**config.mk**
```make
export PLATFORM = sky130hd
export DESIGN_NAME = mcp_datapath
export DESIGN_NICKNAME = d
export VERILOG_FILES = /design/src/rtl/mcp_datapath.sv
export SDC_FILE = /design/constraint.sdc
export NUM_CORES = 2
export LEC_CHECK = 0
export ABC_CLOCK_PERIOD_IN_PS = 15900
export CAP_MARGIN = 20
export CELL_PAD_IN_SITES_DETAIL_PLACEMENT = 1
export CELL_PAD_IN_SITES_GLOBAL_PLACEMENT = 1
export CORE_MARGIN = 1.5
export CORE_UTILIZATION = 41
export CTS_CLUSTER_DIAMETER = 100
export DETAILED_ROUTE_END_ITERATION = 10
export GPL_ROUTABILITY_DRIVEN = 0
export PLACE_DENSITY = 0.7
export REMOVE_ABC_BUFFERS = 1
export SETUP_SLACK_MARGIN = 0.05
export SYNTH_ARGS = -nofsm -noshare
export SYNTH_HDL_FRONTEND = slang
export SYNTH_SLANG_ARGS = --single-unit
```
**constraint.sdc**
```tcl
create_clock -name clk_i -period 15.9 [get_ports clk_i]
set_clock_uncertainty 0.05 [all_clocks]
set_input_delay 3.18 -clock clk_i [delete_from_list [all_inputs] [get_ports clk_i]]
set_output_delay 3.18 -clock clk_i [all_outputs]
set_load 0.01 [all_outputs]
```
**src/rtl/mcp_datapath.sv**
```systemverilog
// Multicycle MIPS datapath: PC, IR, data/A/B/ALUOut registers and a 32x32 register file.
// Executes one micro-step per clock under the external controller's selects and enables.
module mcp_datapath #(
  parameter int               WIDTH    = 32,
  parameter logic [WIDTH-1:0] RESET_PC = '0
) (
  input  logic             clk_i,
  input  logic             reset_ni,
  input  logic             mem_to_reg_i,
  input  logic             reg_dst_rtrd_i,
  input  logic             instr_or_data_i,
  input  logic             pc_branch_i,
  input  logic [1:0]       b_alu_input_i2,
  input  logic             a_alu_input_i,
  input  logic             instr_we_i,
  input  logic             pc_write_i,
  input  logic             branch_i,
  input  logic             enable_wrf_i,
  input  logic [1:0]       alu_alt_ctrl_i2,
  input  logic [WIDTH-1:0] mem_rdata_i32,
  output logic [WIDTH-1:0] mem_addr_o32,
  output logic [WIDTH-1:0] mem_wdata_o32,
  output logic [5:0]       op_o6,
  output logic             zero_o,
  output logic [WIDTH-1:0] pc_o32
);

  localparam int NREG = 32;

  typedef enum logic [2:0] {
    ALU_ADD,
    ALU_SUB,
    ALU_AND,
    ALU_OR,
    ALU_SLT,
    ALU_ZERO
  } alu_sel_t;

  logic [WIDTH-1:0] pc_reg;
  logic [WIDTH-1:0] ir_reg;
  logic [WIDTH-1:0] data_reg;
  logic [WIDTH-1:0] a_reg;
  logic [WIDTH-1:0] b_reg;
  logic [WIDTH-1:0] alu_out_reg;
  logic [WIDTH-1:0] rf_reg [NREG];

  logic [WIDTH-1:0] pc_next;
  logic             pc_load;
  logic [WIDTH-1:0] imm_ext;
  logic [WIDTH-1:0] imm_sh;
  logic [WIDTH-1:0] src_a;
  logic [WIDTH-1:0] src_b;
  logic [WIDTH-1:0] alu_result;
  alu_sel_t         alu_sel;
  logic [4:0]       rs_addr;
  logic [4:0]       rt_addr;
  logic [4:0]       rf_waddr;
  logic [WIDTH-1:0] rf_wdata;
  logic [NREG-1:0]  rf_we;

  assign rs_addr  = ir_reg[25:21];
  assign rt_addr  = ir_reg[20:16];
  assign rf_waddr = reg_dst_rtrd_i ? ir_reg[15:11] : rt_addr;
  assign rf_wdata = mem_to_reg_i ? data_reg : alu_out_reg;

  assign imm_ext = {{(WIDTH-16){ir_reg[15]}}, ir_reg[15:0]};
  assign imm_sh  = {imm_ext[WIDTH-3:0], 2'b00};

  assign src_a = a_alu_input_i ? a_reg : pc_reg;

  always_comb begin
    src_b = b_reg;
    case (b_alu_input_i2)
      2'b00:   src_b = b_reg;
      2'b01:   src_b = WIDTH'(32'd4);
      2'b10:   src_b = imm_ext;
      default: src_b = imm_sh;
    endcase
  end

  // Unknown funct codes yield 0 so the controller sees zero_o = 1
  always_comb begin
    alu_sel = ALU_ADD;
    case (alu_alt_ctrl_i2)
      2'b01: alu_sel = ALU_SUB;
      2'b10: begin
        case (ir_reg[5:0])
          6'b100000: alu_sel = ALU_ADD;
          6'b100010: alu_sel = ALU_SUB;
          6'b100100: alu_sel = ALU_AND;
          6'b100101: alu_sel = ALU_OR;
          6'b101010: alu_sel = ALU_SLT;
          default:   alu_sel = ALU_ZERO;
        endcase
      end
      default: alu_sel = ALU_ADD;
    endcase
  end

  always_comb begin
    alu_result = '0;
    case (alu_sel)
      ALU_ADD: alu_result = src_a + src_b;
      ALU_SUB: alu_result = src_a - src_b;
      ALU_AND: alu_result = src_a & src_b;
      ALU_OR:  alu_result = src_a | src_b;
      ALU_SLT: alu_result = ($signed(src_a) < $signed(src_b)) ? WIDTH'(32'd1) : '0;
      default: alu_result = '0;
    endcase
  end

  assign zero_o  = (alu_result == '0);
  assign pc_next = pc_branch_i ? alu_out_reg : alu_result;
  assign pc_load = pc_write_i | (branch_i & zero_o);

  always_ff @(posedge clk_i or negedge reset_ni) begin
    if (!reset_ni) begin
      pc_reg      <= RESET_PC;
      ir_reg      <= '0;
      data_reg    <= '0;
      a_reg       <= '0;
      b_reg       <= '0;
      alu_out_reg <= '0;
    end else begin
      if (pc_load) pc_reg <= pc_next;
      if (instr_we_i) ir_reg <= mem_rdata_i32;
      data_reg    <= mem_rdata_i32;
      a_reg       <= rf_reg[rs_addr];
      b_reg       <= rf_reg[rt_addr];
      alu_out_reg <= alu_result;
    end
  end

  // Entry 0 never gets a write strobe, so it stays at its reset value of 0
  genvar gi;
  generate
    for (gi = 0; gi < NREG; gi++) begin : g_rf_we
      assign rf_we[gi] = (gi != 0) && enable_wrf_i && (rf_waddr == 5'(gi));
    end
  endgenerate

  always_ff @(posedge clk_i or negedge reset_ni) begin
    if (!reset_ni) begin
      for (int i = 0; i < NREG; i++) rf_reg[i] <= '0;
    end else begin
      for (int i = 0; i < NREG; i++) begin
        if (rf_we[i]) rf_reg[i] <= rf_wdata;
      end
    end
  end

  assign mem_addr_o32  = instr_or_data_i ? alu_out_reg : pc_reg;
  assign mem_wdata_o32 = b_reg;
  assign op_o6         = ir_reg[31:26];
  assign pc_o32        = pc_reg;

endmodule

```
======== Yosys cells after proc, flatten, opt, wreduce, memory -nomap -nowiden ========
Cells that the tools add are included.
word-level totals
  output and inout bits ................... 103
  register bits after elaboration ......... 1184
  memories kept ........................... 0
  bits in writable memories ............... 0
  bits in read-only memories .............. 0
  bits in latches ......................... 0
  word-level logic and storage cells ...... 142
  input bits .............................. 47
cells by class
  equality and inequality tests ........... 44
  order comparisons ....................... 3
  muxes and demuxes ....................... 16
  multipliers ............................. 0
  bitwise operators ....................... 6
  divide/modulo/power cells ............... 0
  shifts and indexed selects .............. 0
  reduce and logical (&&, ||, !) cells .... 34
  add/subtract/negate cells ............... 2
operators by type and width
  operator                                                                count
  32-bit binary-select mux with 5-bit select                              2
  32-bit 2-to-1 mux                                                       8
  32-bit case mux with 5 select lines                                     1
  32-bit case mux with 3 select lines                                     1
  5-bit equality test (second input constant)                             16
  5-bit by 4-bit equality test with 1-bit output (second input constant)  8
  32-bit adder                                                            1
  32-bit bitwise AND                                                      1
  32-bit logical NOT                                                      1
  32-bit < comparator                                                     1
  32-bit OR                                                               1
  32-bit subtractor                                                       1
  1-bit logical AND                                                       31
  6-bit equality test (second input constant)                             5
  5-bit by 3-bit equality test with 1-bit output (second input constant)  4
  3-bit case mux with 5 select lines                                      1
  6-bit greater-or-equal comparator (second input constant)               2
  5-bit inverter with 6-bit output                                        2
  5-bit by 2-bit equality test with 1-bit output (second input constant)  2
  3-bit by 2-bit equality test with 1-bit output (second input constant)  2
  3-bit case mux with 2 select lines                                      1
  5-bit by 1-bit equality test with 1-bit output (second input constant)  1
  5-bit 2-to-1 mux                                                        1
  2-bit by 1-bit equality test with 1-bit output (second input constant)  2
  8 further kinds                                                         9

======== Longest topological paths before layout ========
  depth in word-level cells ............... 8
  mapped depth ............................ 19
  gate-level depth less buffers ........... 16

======== Worst setup path before layout ========
No wires, ideal clock.
  path kind ............................... input to output
  start point ............................. in a_alu_input_i
  end point ............................... out zero_o
  data arrival time ....................... 6.930 ns
  stages on the path ...................... 14
  data required time ...................... 12.670 ns
  path slack .............................. 5.740 ns
  path buffers ............................ 2
  path through ............................ clkbuf_1 > clkbuf_1 > mux2_2 > fa_1 > nor2b_1 > o211ai_1 > a21oi_1 > nor4_2 > nor4_1 > or4b_1 > nor2b_1 > nor4_1 > nand4b_1 > nor3_1
on the way
  cells in the longest elaborated chain, start to end .. 5
  elaborated cells between the ends (all ways) .. 9
  classes of those cells .................. add/sub (2); order compare (1); mux (3); bitwise (2); reduce/logical (1)
RTL lines
  element                                  line  source
  from (decl)                              14    input logic a_alu_input_i,
  32-bit 2-to-1 mux (*)                    69    assign src_a = a_alu_input_i ? a_reg : pc_reg;
  32-bit < comparator                      107   ALU_SLT: alu_result = ($signed(src_a) < $signed(src_b)) ? WIDTH'(32'd1) : '0;
  1-bit 2-to-1 mux                         107
  32-bit case mux with 5 select lines (*)  102   case (alu_sel)
  32-bit logical NOT (*)                   112   assign zero_o = (alu_result == '0);
  to (decl)                                24    output logic zero_o,
Mark *: on every way between the ends. The rest lies on a longest branch, timed or not.

======== Final worst setup path ========
  start point ............................. in a_alu_input_i
  end point ............................... out zero_o
on the way
  elaborated cells between the ends (all ways) .. 9
  classes of those cells .................. add/sub (2); order compare (1); mux (3); bitwise (2); reduce/logical (1)
RTL lines
  element                                          line  source
  32-bit 2-to-1 mux (*)                            69
  32-bit subtractor, or another cell as far along  104   ALU_SUB: alu_result = src_a - src_b;
  32-bit case mux with 5 select lines (*)          102
  named net alu_result[8]                          53    logic [WIDTH-1:0] alu_result;
  32-bit logical NOT (*)                           112
The timed path passes the listed nets; every way through them passes the cells marked *.

==> flow_summary.yaml <==
outcome:
  status: "finished, violations left"
  violations: "design-rule violations"
sta:
  final.min_clock_period_ps: 12920
  finalWorstSetupSlack_ps: 2980
  slew_viol_final: 0
  rsz0062_at_grt: "no"
  setup_viol: 0
  period_share: 0.812
  tightest_slew_ps: 1190
  clock.fmax_mhz: 77.4
  tns_ps: 0
  relSlewSlack: 0.203
  hold_viol: 0
setup_path:
  critPathMaxStageDelay_ps: 760
  crit_start: "a_alu_input_i"
  slowest_stage: "nor3_1"
  critical_path.max_fanout: 18
  worst-path-buf-inv: 5
  r2r_start: "pc_o32[0]"
  crit_path_end_kind: "output pin"
  worstPathArrival_ps: 9690
  cp_cell_sequence: "buf_2, buf_4, mux2_2, inv_1, ha_1, inv_1, fa_1, nor2b_1, o211ai_1, nand2_1, a211oi_1, o221a_2, o22ai_1, or4b_1, nor4_1, nand4_1, nor3_1, clkdlybuf4s50_1"
  crit_path_frequent_cell: "inv_1"
  path_class: "input port to output pin"
  crit_required_ps: 12670
  cp-start-kind: "input port"
  path_delay_family: "simple AND/OR/NAND/NOR gates"
  rrSetupSlack_ps: 9630
cells_and_area:
  drive_gt1_frac: 0.236
  largest_reg_flops: 992
  syn_to_final_growth_pct: 12.9
  final_nets: 5644
power:
  leakage_nw: 29.4
  power.total_mw: 14.8
  ir_drop_uv: 110
  powerDensity_mw_per_mm2: 206
yosys:
  ys_ff_latch: 1184
  avgSynthCellArea_um2: 11.4
  yosysUniqueCellTypes: 87
  syn_area_mm2: 0.0638
  synth_warnings: 0
  ys.flop_type: "dfrtp_1"
  synth_edf_count: 0
  synthTopCellsByCount: "dfrtp_1, nor2_1, a21oi_1, mux4_2, clkbuf_1"
  seq_area_frac_synth: 0.464
  synth.area.top_cells: "dfrtp_1, mux4_2, a21oi_1"
  synth_cells: 5608
  synth_top_area_cell: "dfrtp_1"
  synth.most_common_cell: "dfrtp_1"
  synth.top_cell.area_share: 0.464
  ys_async_sr_fraction: 1.00
run:
  cap_violations: 0
clock_tree:
  cts_sinks: 1184
  cts_buffer_depth: 3
  cts_tree: "done"
  cts_resized: 0
  clk_pin_slew_ps: 60
  numCtsBuffers: 134
  cts-root-buf: "clkbuf_16"
  cts_hold_buf: 0
  htreeDepth: 4
  postCtsSetupRepairBufs: 0
  worstSkewPairLatency_ps: 780
routing:
  vias: 48600
  drc: 26
  drt_iter0_markers: 4422
  wl_um: 234000
  route.detailed.wl_per_inst_um: 30.6
  vias_per_cell: 6.36
  first_pass_iters: 8
  antenna_left: 0
global_routing:
  grt-ovfl-total: 0
  track_usage: 0.297
  grt_max_degree: 170
  grt_pass1_wl_um: 346000
  antenna_found_initial: 11
  first_global_vias: 51300
placed_design:
  hpwl_um: 146000
  port_buffers: 149
  pre_cts_slack_ps: 3160
floorplan:
  dieHeight_um: 397
  die_area_mm2: 0.158
  initial_core_util: 0.414
  die_width_um: 397
  ios: 150
  num_rows: 144
  core_region_area_mm2: 0.154
min_path:
  min-delay-start: "rf_reg[9]"
  min_path_type: "register to register"
## final timing paths
path	to	depth (start not counted)
max	zero_o	18
min	rf_reg[9]	2
max reg2reg	pc_o32[1]	17
min reg2reg	rf_reg[9]	2
max in group asynchronous	ir_reg[20]	4
min in group asynchronous	rf_reg[236]	1
## routing by layer
| layer | vias to the layer above | track usage | routed length, µm |
|---|---|---|---|
| met2 | 2033 | 0.459 | 107000 |
| met4 | 6 | 0.127 | 10800 |
| met5 | - | 0 | 39 |
| met3 | 505 | 0.0649 | 19300 |
| li1 | 20200 | - | - |
| met1 | 25900 | 0.405 | 96200 |
## worst register-to-register path: stages (launching register included)
cell and delay, ps:
dfrtp_1 500, mux2_2 340, inv_1 90, ha_1 180
inv_1 70, fa_1 510, nor2b_1 170, o211ai_1 320
nand2_1 240, a211oi_1 350, o221a_2 250, o22ai_1 130
or4b_1 660, nor4_1 430, nand4_1 380, o41ai_4 390
buf_4 650, mux2_2 450
## power by group
part / internal (mW) / switching [mW]
registers: 4.43 / 1.39
clock network: 1.95 / 1.32
logic: 2.94 / 2.77
total: 9.33 / 5.48
## metrics by stage
step	utilization	std cells	cell area, µm²	hold WS, ps
after floorplan	-	5074	61700	411
after global placement	0.435	7390	67100	424
after detailed placement	0.437	7399	67300	440
after CTS	0.466	7636	71900	452
after global routing	0.467	7642	72000	485
final	0.467	7646	72000	449
## cell usage in the layout (no fill, tap or decap), types with 20 or more instances in the layout
master,n
a21oi_1,1038
mux2i_2,32
clkbuf_16,138
nor3_1,24
inv_1,107
nand2_1,111
ha_1,98
nor2_4,31
o21ai_0,86
nor2_1,1058
nand3_1,21
dfrtp_1,1174
buf_4,119
clkbuf_1,33
o211ai_1,27
mux2_4,27
clkdlybuf4s50_1,143
a21o_1,20
clkbuf_8,24
mux4_2,576
a211oi_1,23
mux2_2,263
a22o_1,80
## area by class of cell
| type | instances | area [µm²] |
|---|---|---|
| clock inverter | 42 | 678 |
| multi-input combinational | 3782 | 32000 |
| tap | 2044 | 2560 |
| antenna | 4 | 10.0 |
| timing repair buffer | 287 | 2770 |
| clock buffer | 195 | 3910 |
| sequential | 1184 | 29700 |
| inverter | 108 | 405 |
| fill | 16100 | 82200 |
## cell families after synthesis
family | share of synthesized area
XOR/XNOR | 0.00165
AO/OA/AOI/OAI | 0.125
adder cells (fa/ha/maj) | 0.0198
multiplexers | 0.264
flip-flops | 0.464
buffers and inverters | 0.0397
AND/OR/NAND/NOR | 0.0857
No activity file was read; power rests on OpenSTA's default activity.
